`src/rtl/sfx_pkg.sv`:
```
// rtl/sfx_pkg.sv - shared state type and constants for the sound-effect arbiter
package sfx_pkg;

    typedef enum logic [1:0] {
        IDLE = 2'd0,
        PLAY = 2'd1,
        GAP  = 2'd2
    } sfx_state_t;

    localparam logic [7:0] SOUND_SILENT = 8'h00;
    localparam int         SFX_LEN_W    = 16;

endpackage

```
`src/rtl/sfx_prio_enc.sv`:
```
// rtl/sfx_prio_enc.sv - lowest-index-first priority encoder with valid flag
module sfx_prio_enc #(
    parameter int N  = 4,
    parameter int IW = (N > 1) ? $clog2(N) : 1
) (
    input  logic [N-1:0]  bits,
    output logic          valid,
    output logic [IW-1:0] idx
);

    // scan downward so the lowest set index is the last assignment and wins
    always_comb begin
        valid = |bits;
        idx   = '0;
        for (int i = N - 1; i >= 0; i--) begin
            if (bits[i]) idx = IW'(i);
        end
    end

endmodule

```
`src/rtl/sfx_arbiter.sv`:
```
// rtl/sfx_arbiter.sv - fixed-priority sound-effect arbiter/sequencer; optional SFX_PREEMPT_EN enables preemption
module sfx_arbiter
    import sfx_pkg::*;
#(
    parameter int NUM_REQ   = 4,
    parameter int LEN_W     = SFX_LEN_W,
    parameter int GAP_TICKS = 64
) (
    input  logic                       Clk,
    input  logic                       reset_n,
    input  logic                       sample_tick,
    input  logic [NUM_REQ-1:0]         req,
    input  logic [NUM_REQ*8-1:0]       req_sound,
    input  logic [NUM_REQ*LEN_W-1:0]   req_len,
    output logic [7:0]                 Sound,
    output logic                       busy,
    output logic [NUM_REQ-1:0]         grant,
    output logic [$clog2(NUM_REQ)-1:0] active_id,
    output logic [NUM_REQ-1:0]         pending
);

    localparam int ID_W  = $clog2(NUM_REQ);
    localparam int GAP_W = $clog2(GAP_TICKS + 1);
    localparam int RW    = (LEN_W > GAP_W) ? LEN_W : GAP_W;

    sfx_state_t       state, state_nxt;
    logic [RW-1:0]    remain, remain_nxt;
    logic [7:0]       slot_sound [NUM_REQ];
    logic [LEN_W-1:0] slot_len   [NUM_REQ];

    logic               sel_valid;
    logic [ID_W-1:0]    sel_idx;
    logic               preempt;
    logic               load_en;
    logic [RW-1:0]      load_len;
    logic [7:0]         sound_nxt;
    logic [NUM_REQ-1:0] grant_nxt;
    logic [NUM_REQ-1:0] clr_mask;
    logic [ID_W-1:0]    id_nxt;

    sfx_prio_enc #(
        .N  (NUM_REQ),
        .IW (ID_W)
    ) u_prio_enc (
        .bits  (pending),
        .valid (sel_valid),
        .idx   (sel_idx)
    );

    // a zero-length request still plays for one tick
    assign load_len = (slot_len[sel_idx] == '0) ? RW'(1) : RW'(slot_len[sel_idx]);

`ifdef SFX_PREEMPT_EN
    assign preempt = sel_valid && (sel_idx < active_id);
`else
    assign preempt = 1'b0;
`endif

    // state register and duration/gap countdown
    always_ff @(posedge Clk or negedge reset_n) begin
        if (!reset_n) begin
            state  <= IDLE;
            remain <= '0;
        end else begin
            state  <= state_nxt;
            remain <= remain_nxt;
        end
    end

    // next state: grant from IDLE, count ticks in PLAY and GAP, optional preempt in PLAY
    always_comb begin
        state_nxt  = state;
        remain_nxt = remain;
        load_en    = 1'b0;
        case (state)
            IDLE: begin
                if (sel_valid) begin
                    load_en    = 1'b1;
                    state_nxt  = PLAY;
                    remain_nxt = load_len;
                end
            end
            PLAY: begin
                if (preempt) begin
                    load_en    = 1'b1;
                    remain_nxt = load_len;
                end else if (sample_tick) begin
                    if (remain == RW'(1)) begin
                        if (GAP_TICKS == 0) begin
                            state_nxt  = IDLE;
                            remain_nxt = '0;
                        end else begin
                            state_nxt  = GAP;
                            remain_nxt = RW'(GAP_TICKS);
                        end
                    end else begin
                        remain_nxt = remain - RW'(1);
                    end
                end
            end
            GAP: begin
                if (sample_tick) begin
                    if (remain == RW'(1)) begin
                        state_nxt  = IDLE;
                        remain_nxt = '0;
                    end else begin
                        remain_nxt = remain - RW'(1);
                    end
                end
            end
            default: begin
                state_nxt  = IDLE;
                remain_nxt = '0;
            end
        endcase
    end

    // next output values: load the selected slot on a start, silence outside PLAY
    always_comb begin
        sound_nxt = Sound;
        grant_nxt = '0;
        clr_mask  = '0;
        id_nxt    = active_id;
        if (load_en) begin
            sound_nxt          = slot_sound[sel_idx];
            grant_nxt[sel_idx] = 1'b1;
            clr_mask[sel_idx]  = 1'b1;
            id_nxt             = sel_idx;
        end else if (state_nxt != PLAY) begin
            sound_nxt = SOUND_SILENT;
        end
    end

    // registered outputs and request slots; a same-cycle req re-arms a slot being granted
    always_ff @(posedge Clk or negedge reset_n) begin
        if (!reset_n) begin
            pending   <= '0;
            Sound     <= SOUND_SILENT;
            busy      <= 1'b0;
            grant     <= '0;
            active_id <= '0;
            for (int i = 0; i < NUM_REQ; i++) begin
                slot_sound[i] <= SOUND_SILENT;
                slot_len[i]   <= '0;
            end
        end else begin
            pending   <= (pending & ~clr_mask) | req;
            Sound     <= sound_nxt;
            busy      <= (state_nxt != IDLE);
            grant     <= grant_nxt;
            active_id <= id_nxt;
            for (int i = 0; i < NUM_REQ; i++) begin
                if (req[i]) begin
                    slot_sound[i] <= req_sound[i*8 +: 8];
                    slot_len[i]   <= req_len[i*LEN_W +: LEN_W];
                end
            end
        end
    end

endmodule

```
`config.mk`:
```
export PLATFORM = sky130hd
export DESIGN_NAME = sfx_arbiter
export DESIGN_NICKNAME = d
export VERILOG_FILES = /design/src/rtl/sfx_pkg.sv /design/src/rtl/sfx_prio_enc.sv /design/src/rtl/sfx_arbiter.sv
export SDC_FILE = /design/constraint.sdc
export NUM_CORES = 1
export LEC_CHECK = 0
export CAP_MARGIN = 20
export CORE_MARGIN = 2
export CORE_UTILIZATION = 55
export CTS_CLUSTER_SIZE = 30
export DETAILED_ROUTE_END_ITERATION = 7
export DONT_BUFFER_PORTS = 1
export HOLD_SLACK_MARGIN = 0.06
export PLACE_DENSITY = 0.7
export SLEW_MARGIN = 20
export SYNTH_ARGS = -nofsm -noshare
export SYNTH_HDL_FRONTEND = slang
export SYNTH_SLANG_ARGS = --single-unit
```
`constraint.sdc`:
```
create_clock -name Clk -period 7.3 [get_ports Clk]
set_clock_uncertainty 0.2 [all_clocks]
set_input_delay 2.19 -clock Clk [delete_from_list [all_inputs] [get_ports Clk]]
set_output_delay 2.19 -clock Clk [all_outputs]
set_load 0.1 [all_outputs]
```
Word-level counts from Yosys, hierarchy flattened
Index checks and enable logic that the tools add are counted.
W data, S select, Z words.
{"block": "word_totals", "regBits": 133, "input_bits": 103, "out_inout_bits": 19, "wordCells": 67}
{"block": "classes", "addsub": 1, "n_lt_le_gt_ge": 3, "eq_ne": 7, "mux": 30, "bitwise": 4, "n_reduce_logical": 7}
{"op": "$mux W16", "count": 8}
{"op": "$pmux W16 S3", "count": 1}
{"op": "$bmux W16 S2", "count": 1}
{"op": "$mux W8", "count": 4}
{"op": "$mux W2", "count": 9}
{"op": "$bmux W8 S2", "count": 1}
{"op": "$eq A16 B1 Y1 const B", "count": 1}
{"op": "$logic_not A16 Y1", "count": 1}
{"op": "$sub A16 B1 Y16 const B", "count": 1}
{"op": "$ne A2 B2 Y1 const B", "count": 3}
{"op": "$pmux W2 S3", "count": 1}
{"op": "$and A4 B4 Y4", "count": 1}
{"op": "$mux W4", "count": 1}
{"op": "$not A4 Y4", "count": 1}
{"op": "$or A4 B4 Y4", "count": 1}
{"op": "$reduce_bool A2 Y1", "count": 2}
{"op": "$reduce_or A4 Y1", "count": 1}
{"op": "$ge A3 B3 Y1 const B", "count": 1}
{"op": "$lt A2 B3 Y1 const B", "count": 1}
{"op": "$mux W1", "count": 3}
{"op": "$not A2 Y3", "count": 1}
{"op": "$reduce_and A3 Y1", "count": 1}
{"op": "$demux W1 S2", "count": 1}
{"op": "$eq A2 B1 Y1 const B", "count": 1}
{"op": "5 further kinds", "count": 5}

Logic depth before layout (Yosys ltp)
Gate-level depths: netlist of the first run.
{"block": "depth", "depth_word": 12, "mapped_depth": 9, "mapped_depth_nobuf": 7}

By module
From an unflattened synthesis of the first run, not the netlist that was laid out.
{"block": "unflattened", "hier_cells": 423, "area_unflattened_um2": 5994.5}
{"module": "sfx_arbiter", "n_inst": 1, "cells_per_inst": 416, "area_each_um2": 5959.5, "seq_area_each_um2": 3328.2}
{"module": "sfx_prio_enc", "n_inst": 1, "cells_per_inst": 7, "area_each_um2": 35.0, "seq_area_each_um2": 0.0}

Least setup slack after synthesis of the first run
OpenSTA, ideal clock, no wires.
{"block": "synth_timing", "path_type": "input-to-reg", "from": "in req[3]", "to": "reg slot_len[0] (netlist name)", "setup_ns": 0.125, "arrival_ns": 3.140, "required_ns": 6.975, "slack_ns": 3.835, "cell_stages": 3, "n_path_buf": 2, "path_cell_list": "clkbuf_1 buf_1 mux2_2"}
{"item": "start, declared", "line_no": "sfx_arbiter.sv:12", "rtl": "input logic [NUM_REQ-1:0] req,"}
{"item": "end signal, assigned by index", "line_no": "sfx_arbiter.sv:155", "rtl": "slot_len[i] <= req_len[i*LEN_W +: LEN_W];"}
{"item": "end, declared", "line_no": "sfx_arbiter.sv:29", "rtl": "logic [LEN_W-1:0] slot_len [NUM_REQ];"}
No word-level cell between the ends.

Worst setup path after layout of the first run
{"block": "layout_timing", "from": "reg pending[3]", "to": "out pending[3]"}
{"item": "start, declared", "line_no": "sfx_arbiter.sv:19", "rtl": "output logic [NUM_REQ-1:0] pending"}
{"item": "start signal, assigned", "line_no": "sfx_arbiter.sv:147", "rtl": "pending <= (pending & ~clr_mask) | req;"}
No word-level cell between the ends.

==> results.md, run 1 <==
* Peak supply drop at 0.2271 mV
* Mux share of post-synthesis cell area at 25.57%
* Seq/Total Area, Yosys at 53.26%
* Vias per cell at roughly 6.4
* Final wirelength at roughly 15,000 microns
* Startpoint Class: register
* Post-Synth Simple-Gate Area at roughly 9.2%
* Number of synthesized flops with an enable pin at 0
* Slew of the pin with the lowest slew margin at between 1000 and 1500 ps
* Layout Area Growth over Synthesis at 10.21%
* Boundary pin count at ~120
* CTS H-Tree Depth at 4
* Synth Cell Area at about 6200 sq um
* Pre-CTS WS at between 3000 and 4000 ps
* Final hold violations at 0
* Critical Setup Path Class: reg -> out
* Hold Crit Class: reg -> reg
* Largest family of logic cells by synthesized area: multiplexers
* Synth Register Bits at between 100 and 150
* Total CTS buffers at 17
* Outcome: finished clean
* WL met3 at 922 microns
* GP Congestion at 0.9235
* Adder-cell share of the synthesized area at 0.4005%
* Final ANT Viol Nets at 0
* Synth warn at 0
* WL per Instance at 23.46 microns
* Max Buffers Root-to-Sink at 2
* Mapped Cells at 472
* FMAX at 256.3 MHz
* Overflow after GRT at 0
* Post-CTS Setup Inserts at 0
* Post-synthesis xor/xnor area fraction at 0.1402%
* Die width at between 100 and 150 microns
* Top cells by area, synth: dfrtp_1 53%, mux2_2 17%, mux4_2 7.2%
* Max cap viols at 0
* Largest net degree at the start of global routing at 134
* Critical path data arrival time at 1510 ps
* Rows at 38
* Core area at 10,980 sq um
* Crit end category: output port
* DRT met1 WL at 6091 microns
* Placed cell area at 6316 sq um
* Final setup margin at about 3400 ps
* Leading cell type in the layout, fill and taps excluded: dfrtp_1
* Vias in the first global route at 4,191
* Yosys top cell by area: dfrtp_1
* Post-synthesis compound-gate area fraction at roughly 8.8%
* Unrepaired setup endpoints after global routing: no
* Fin util at 62.70%
* Clk_lat worst skew at just over 400 ps
* Post-layout min period at about 3900 ps
* DIE AREA at around 12,000 sq um
* Met2 Routed Length at 7247 microns
* CTS Hold Buffers Added at 0
* DRC at 0
* Period utilization at 53.45%
* Root Driver: clkbuf_16
* Starting Density at 56.89%
* DP HPWL at 9883 microns
* Pwr Density at 371.4 nW/um^2
* Most frequent cells in the layout: 133 x dfrtp_1, 96 x mux2_2, 28 x nor2_1
* Drt pass-1 iters at 5
* Total power at 2.558 mW
* Initial antenna violation count at 2
* Total number of vias at 3,992
* Multi-input gate area at 2768 sq um
* Syn nets at 577
* Ys async rst share at 100.0%
* Final net count at 573
* Post-route cell area at 6887 sq um
* Synth top area share at 53.26%
* First-pass GRT wire length at 23,510 microns
* Post_cts resized at 0
* DR iter-0 viols at 255
* Clock Sinks at 133
* Crit-path max FO at 10
* Sequential Area at approximately 3300 sq um
* Gr usage total at around 25%
* Leakage at around 2.8 nW
* CTS tree: yes
* Syn avg cell area at 13.24 sq um
* Die Y at 110.6 microns
* Slew headroom at 23.93%
* Count of cell types in the netlist at 55
* Fillcell total at around 850
* Share of layout cells above drive strength 1 at 33.06%
* Setup violations, final at 0
* Pins Over Slew Limit at 0
* Top layer in use: met4
* Setup_tns at 0 ps
* Worst path required time at 4910 ps
* Port Buffers at 0
* Synth Flop Type: dfrtp_1
* CTS clock-pin slew for the worst setup and hold paths at 60 ps
==> worst paths after layout <==
path	slack [ps]	cells after the start	start	end
max	3400	0	pending[3]	pending[3]
min	300	1	slot_sound[3]	slot_sound[3]
max reg2reg	3770	6	pending[2]	remain[0]
min reg2reg	300	1	slot_sound[3]	slot_sound[3]
max in group asynchronous	5430	0	reset_n	slot_sound[9]
min in group asynchronous	1270	0	reset_n	grant[1]
==> cells by family (layout without fill, tap and decap cells) <==
family                     Yosys count  after routing
buffers and inverters               32             41
other                                0              1
and+or+nand+nor                    108            108
DFF                                133            133
AOI/OAI and AO/OA                   75             75
xor gates and xnor gates             1              1
adders and majority gates            2              2
muxes                              121            121
==> power breakdown <==
part           switching, mW  total [mW]  internal [mW]  leakage (nW)
combinational          0.285       0.549          0.263         0.964
sequential             0.334        1.19          0.860          1.58
clock                  0.314       0.816          0.502         0.266
total                  0.933        2.56           1.62          2.81
==> registers in the layout, summed over array words and instances (netlist names) <==
signal / count
slot_len: 64
slot_sound: 32
remain: 16
Sound: 8
grant: 4
pending: 4
active_id: 2
state: 2
busy: 1
==> cells in the mapped netlist, types with 2 or more instances <==
cell type,number
o21bai_1,2
nand3_1,6
buf_1,8
nor3_1,5
buf_6,4
o221ai_1,4
ha_1,2
and3_1,2
buf_2,4
nand2b_1,8
o311ai_0,4
o22ai_1,3
a211oi_1,2
inv_1,6
nand2b_4,2
nor2_1,29
dfrtp_1,133
a32oi_1,2
mux2i_1,4
nor3b_2,2
and2_1,2
a221o_1,5
a21oi_1,9
a22o_1,8
mux2_2,96
o211ai_1,4
nor4_1,12
or3_1,3
nand2_1,22
clkbuf_1,9
o21ai_1,7
or4_1,2
a21o_1,5
o21ai_0,10
nor3b_1,6
or2_1,2
mux4_2,20
==> metal layers <==
layer  up-vias  GRT usage [%]
met5         -              0
met4         0          8.833
met3        21          8.782
met2       127          39.39
met1      2069          32.60
li1       1775              -
==> through the flow <==
| step | hold slack (ps) | std cells |
|---|---|---|
| finish | 300.5 | 622 |
| global route | 315.1 | 622 |
| CTS | 306.0 | 621 |
| global placement | 284.9 | 589 |
| detailed placement | 293.0 | 589 |
| floorplan | 274.8 | 472 |
==> cell type report <==
type | count | area share [%]
Clock inverter | 12 | 1.908
Antenna cell | 1 | 0.03634
Tap cell | 140 | 2.544
Sequential cell | 133 | 48.33
Clock buffer | 20 | 6.341
Multi-Input combinational cell | 307 | 40.19
Inverter | 6 | 0.3270
Timing Repair Buffer | 3 | 0.3270
No activity file was read; power rests on OpenSTA's default activity.
==> run 2: changes to the inputs <==
Settings changed: PLACE_DENSITY 0.7 to 0.73.
Clock period 7.3 ns to 3.3 ns, I/O delays scaled along.
==> results.md, run 2 (same netlist as run 1, synthesis figures left out) <==
* Final cell count without fillers at 628 (was 622)
* Vias in the first global route at 4,388 (was 4,191)
* CTS H-Tree Depth at 4 (unchanged)
* Combinational Power Share at 21.1% (was 21.4%)
* DR iter-0 viols at 274 (was 255)
* Total CTS buffers at 17 (unchanged)
* Overflow after GRT at 0 (unchanged)
* CTS tree: yes (unchanged)
* Switching pwr at 2.088 mW (was 933.2 uW)
* Starting Density at 56.89% (unchanged)
* Clk_lat worst skew at 420 ps (was 410 ps)
* Post_cts resized at 0 (unchanged)
* Period utilization at 79.07%
* Die width at 110.6 microns (unchanged)
* Boundary pin count at 122 (unchanged)
* Most frequent cells in the layout: 133 x dfrtp_1, 96 x mux2_2, 28 x nor2_1 (unchanged)
* Drt pass-1 iters at 4 (was 5)
* Port Buffers at 0 (unchanged)
* Worst path required time at 3410 ps (was 4910 ps)
* Max cap viols at 0 (unchanged)
* Final hold violations at 0 (unchanged)
* WL per Instance at 23.56 microns (was 23.46 microns)
* Setup_tns at 0 ps (unchanged)
* Slew headroom at 38.40% (was 23.93%)
* Die Y at 110.6 microns (unchanged)
* Post-layout min period at 2609 ps
* Critical Setup Path Class: reg -> reg (was reg -> out)
* Reg2Reg Setup Slack at 690 ps (was 3770 ps)
* Final net count at 578 (was 573)
* Dpl cells at 594 (was 589)
* DIE AREA at 12,230 sq um (unchanged)
* Slew of the pin with the lowest slew margin at 923.9 ps (was 1141 ps)
* Vias per cell at 6.605 (was 6.418)
* Sw Share at 35.93% (was 36.48%)
* Initial antenna violation count at 3 (was 2)
* Pwr Density at 834.9 nW/um^2 (was 371.4 nW/um^2)
* Max Buffers Root-to-Sink at 2 (unchanged)
* Rows at 38 (unchanged)
* Total number of vias at 4,148 (was 3,992)
* GP Congestion at 0.8999 (was 0.9235)
* Hold Crit Class: in -> async (was reg -> reg)
* Max reg flops at 64 (unchanged)
* Clock Sinks at 133 (unchanged)
* Largest regs: slot_len x64, slot_sound x32, remain x16 (unchanged)
* Final ANT Viol Nets at 0 (unchanged)
* Gr usage total at 25.42% (was 25.07%)
* Clk pwr share at 33.3% (was 31.9%)
* Sequential power share at 45.6% (was 46.6%)
* Unrepaired setup endpoints after global routing: no (unchanged)
* First-pass GRT wire length at 23,650 microns (was 23,510 microns)
* Final wirelength at 14,800 microns (was 14,600 microns)
* DRC at 0 (unchanged)
* FMAX at 383.2 MHz
* Startpoint Class: register (unchanged)
* R2R depth at 5 (was 6)
* Core area at 10,980 sq um (unchanged)
* Critical path data arrival time at 2710 ps (was 1510 ps)
* Post-CTS Setup Inserts at 0 (unchanged)
* Crit end category: register (was output port)
* Setup violations, final at 0 (unchanged)
* Largest net degree at the start of global routing at 134 (unchanged)
* Share of layout cells above drive strength 1 at 33.95% (was 33.06%)
* CTS clock-pin slew for the worst setup and hold paths at 60 ps (about the same)
* DP HPWL at 10,240 microns (was 9883 microns)
* Peak supply drop at 0.9509 mV (was 0.2271 mV)
* Leading cell type in the layout, fill and taps excluded: dfrtp_1 (unchanged)
* Pint at 3.724 mW (was 1.625 mW)
* Top reg by flops: slot_len (unchanged)
* Root Driver: clkbuf_16 (unchanged)
* Layout Area Growth over Synthesis at 11.41% (was 10.21%)
* Crit-path max FO at 11 (was 10)
* Pins Over Slew Limit at 0 (unchanged)
* Outcome: finished clean (unchanged)
* Leakage at 2.856 nW (was 2.808 nW)
-- run 2: critical path: stages, from the launching register on --
cell	delay [ps]
dfrtp_1	520
nand2b_4	220
a21o_1	340
buf_4	310
mux4_2	530
a221o_1	360
-- run 2: worst paths after layout --
| path | from | to |
|---|---|---|
| min reg2reg | slot_sound[13] | slot_sound[13] |
| min | reset_n | active_id[0] |
| max reg2reg | pending[2] | remain[7] |
| max in group asynchronous | reset_n | slot_sound[18] |
| min in group Clk | slot_sound[13] | slot_sound[13] |
| max | pending[2] | remain[7] |
-- run 2: metal layers --
metal / share of wire, % / vias to the layer above / global-route usage, %
li1: - / 1786 / -
met1: 40 / 2148 / 31.85
met2: 49 / 173 / 39.80
met3: 8.0 / 39 / 9.824
met4: 2.9 / 2 / 10.58
met5: 0.034 / - / 0
-- run 2: cell type report --
| type | instances | area (sq um) |
|---|---|---|
| antenna | 2 | 5.005 |
| clock buffer | 21 | 460.4 |
| clock inverter | 11 | 150.1 |
| fill | 812 | 4021 |
| inverter | 6 | 22.52 |
| multi-input combinational | 307 | 2760 |
| sequential | 133 | 3328 |
| tap | 140 | 175.2 |
| timing repair buffer | 8 | 60.06 |
-- run 2: power groups by stage --
stage	combinational, mW	sequential [mW]	clock (mW)
finish	1.22	2.65	1.94
global route	1.35	2.69	2.03
CTS	1.22	2.65	1.96
detailed placement	1.21	2.67	0
global placement	1.17	2.66	0
floorplan	1.02	2.61	0
-- run 2: through the flow --
stage | power, mW | hold slack, ps | utilization [%] | area, sq um | setup slack [ps]
floorplan | 3.625 | 274.8 | - | 6248 | 430.9
global placement | 3.831 | 284.6 | 57.78 | 6346 | 798.1
detailed placement | 3.882 | 292.1 | 57.78 | 6346 | 712.0
CTS | 5.826 | 49.00 | 63.34 | 6957 | 684.2
global route | 6.073 | 37.23 | 63.39 | 6962 | 532.1
finish | 5.812 | 61.89 | 63.39 | 6962 | 690.6
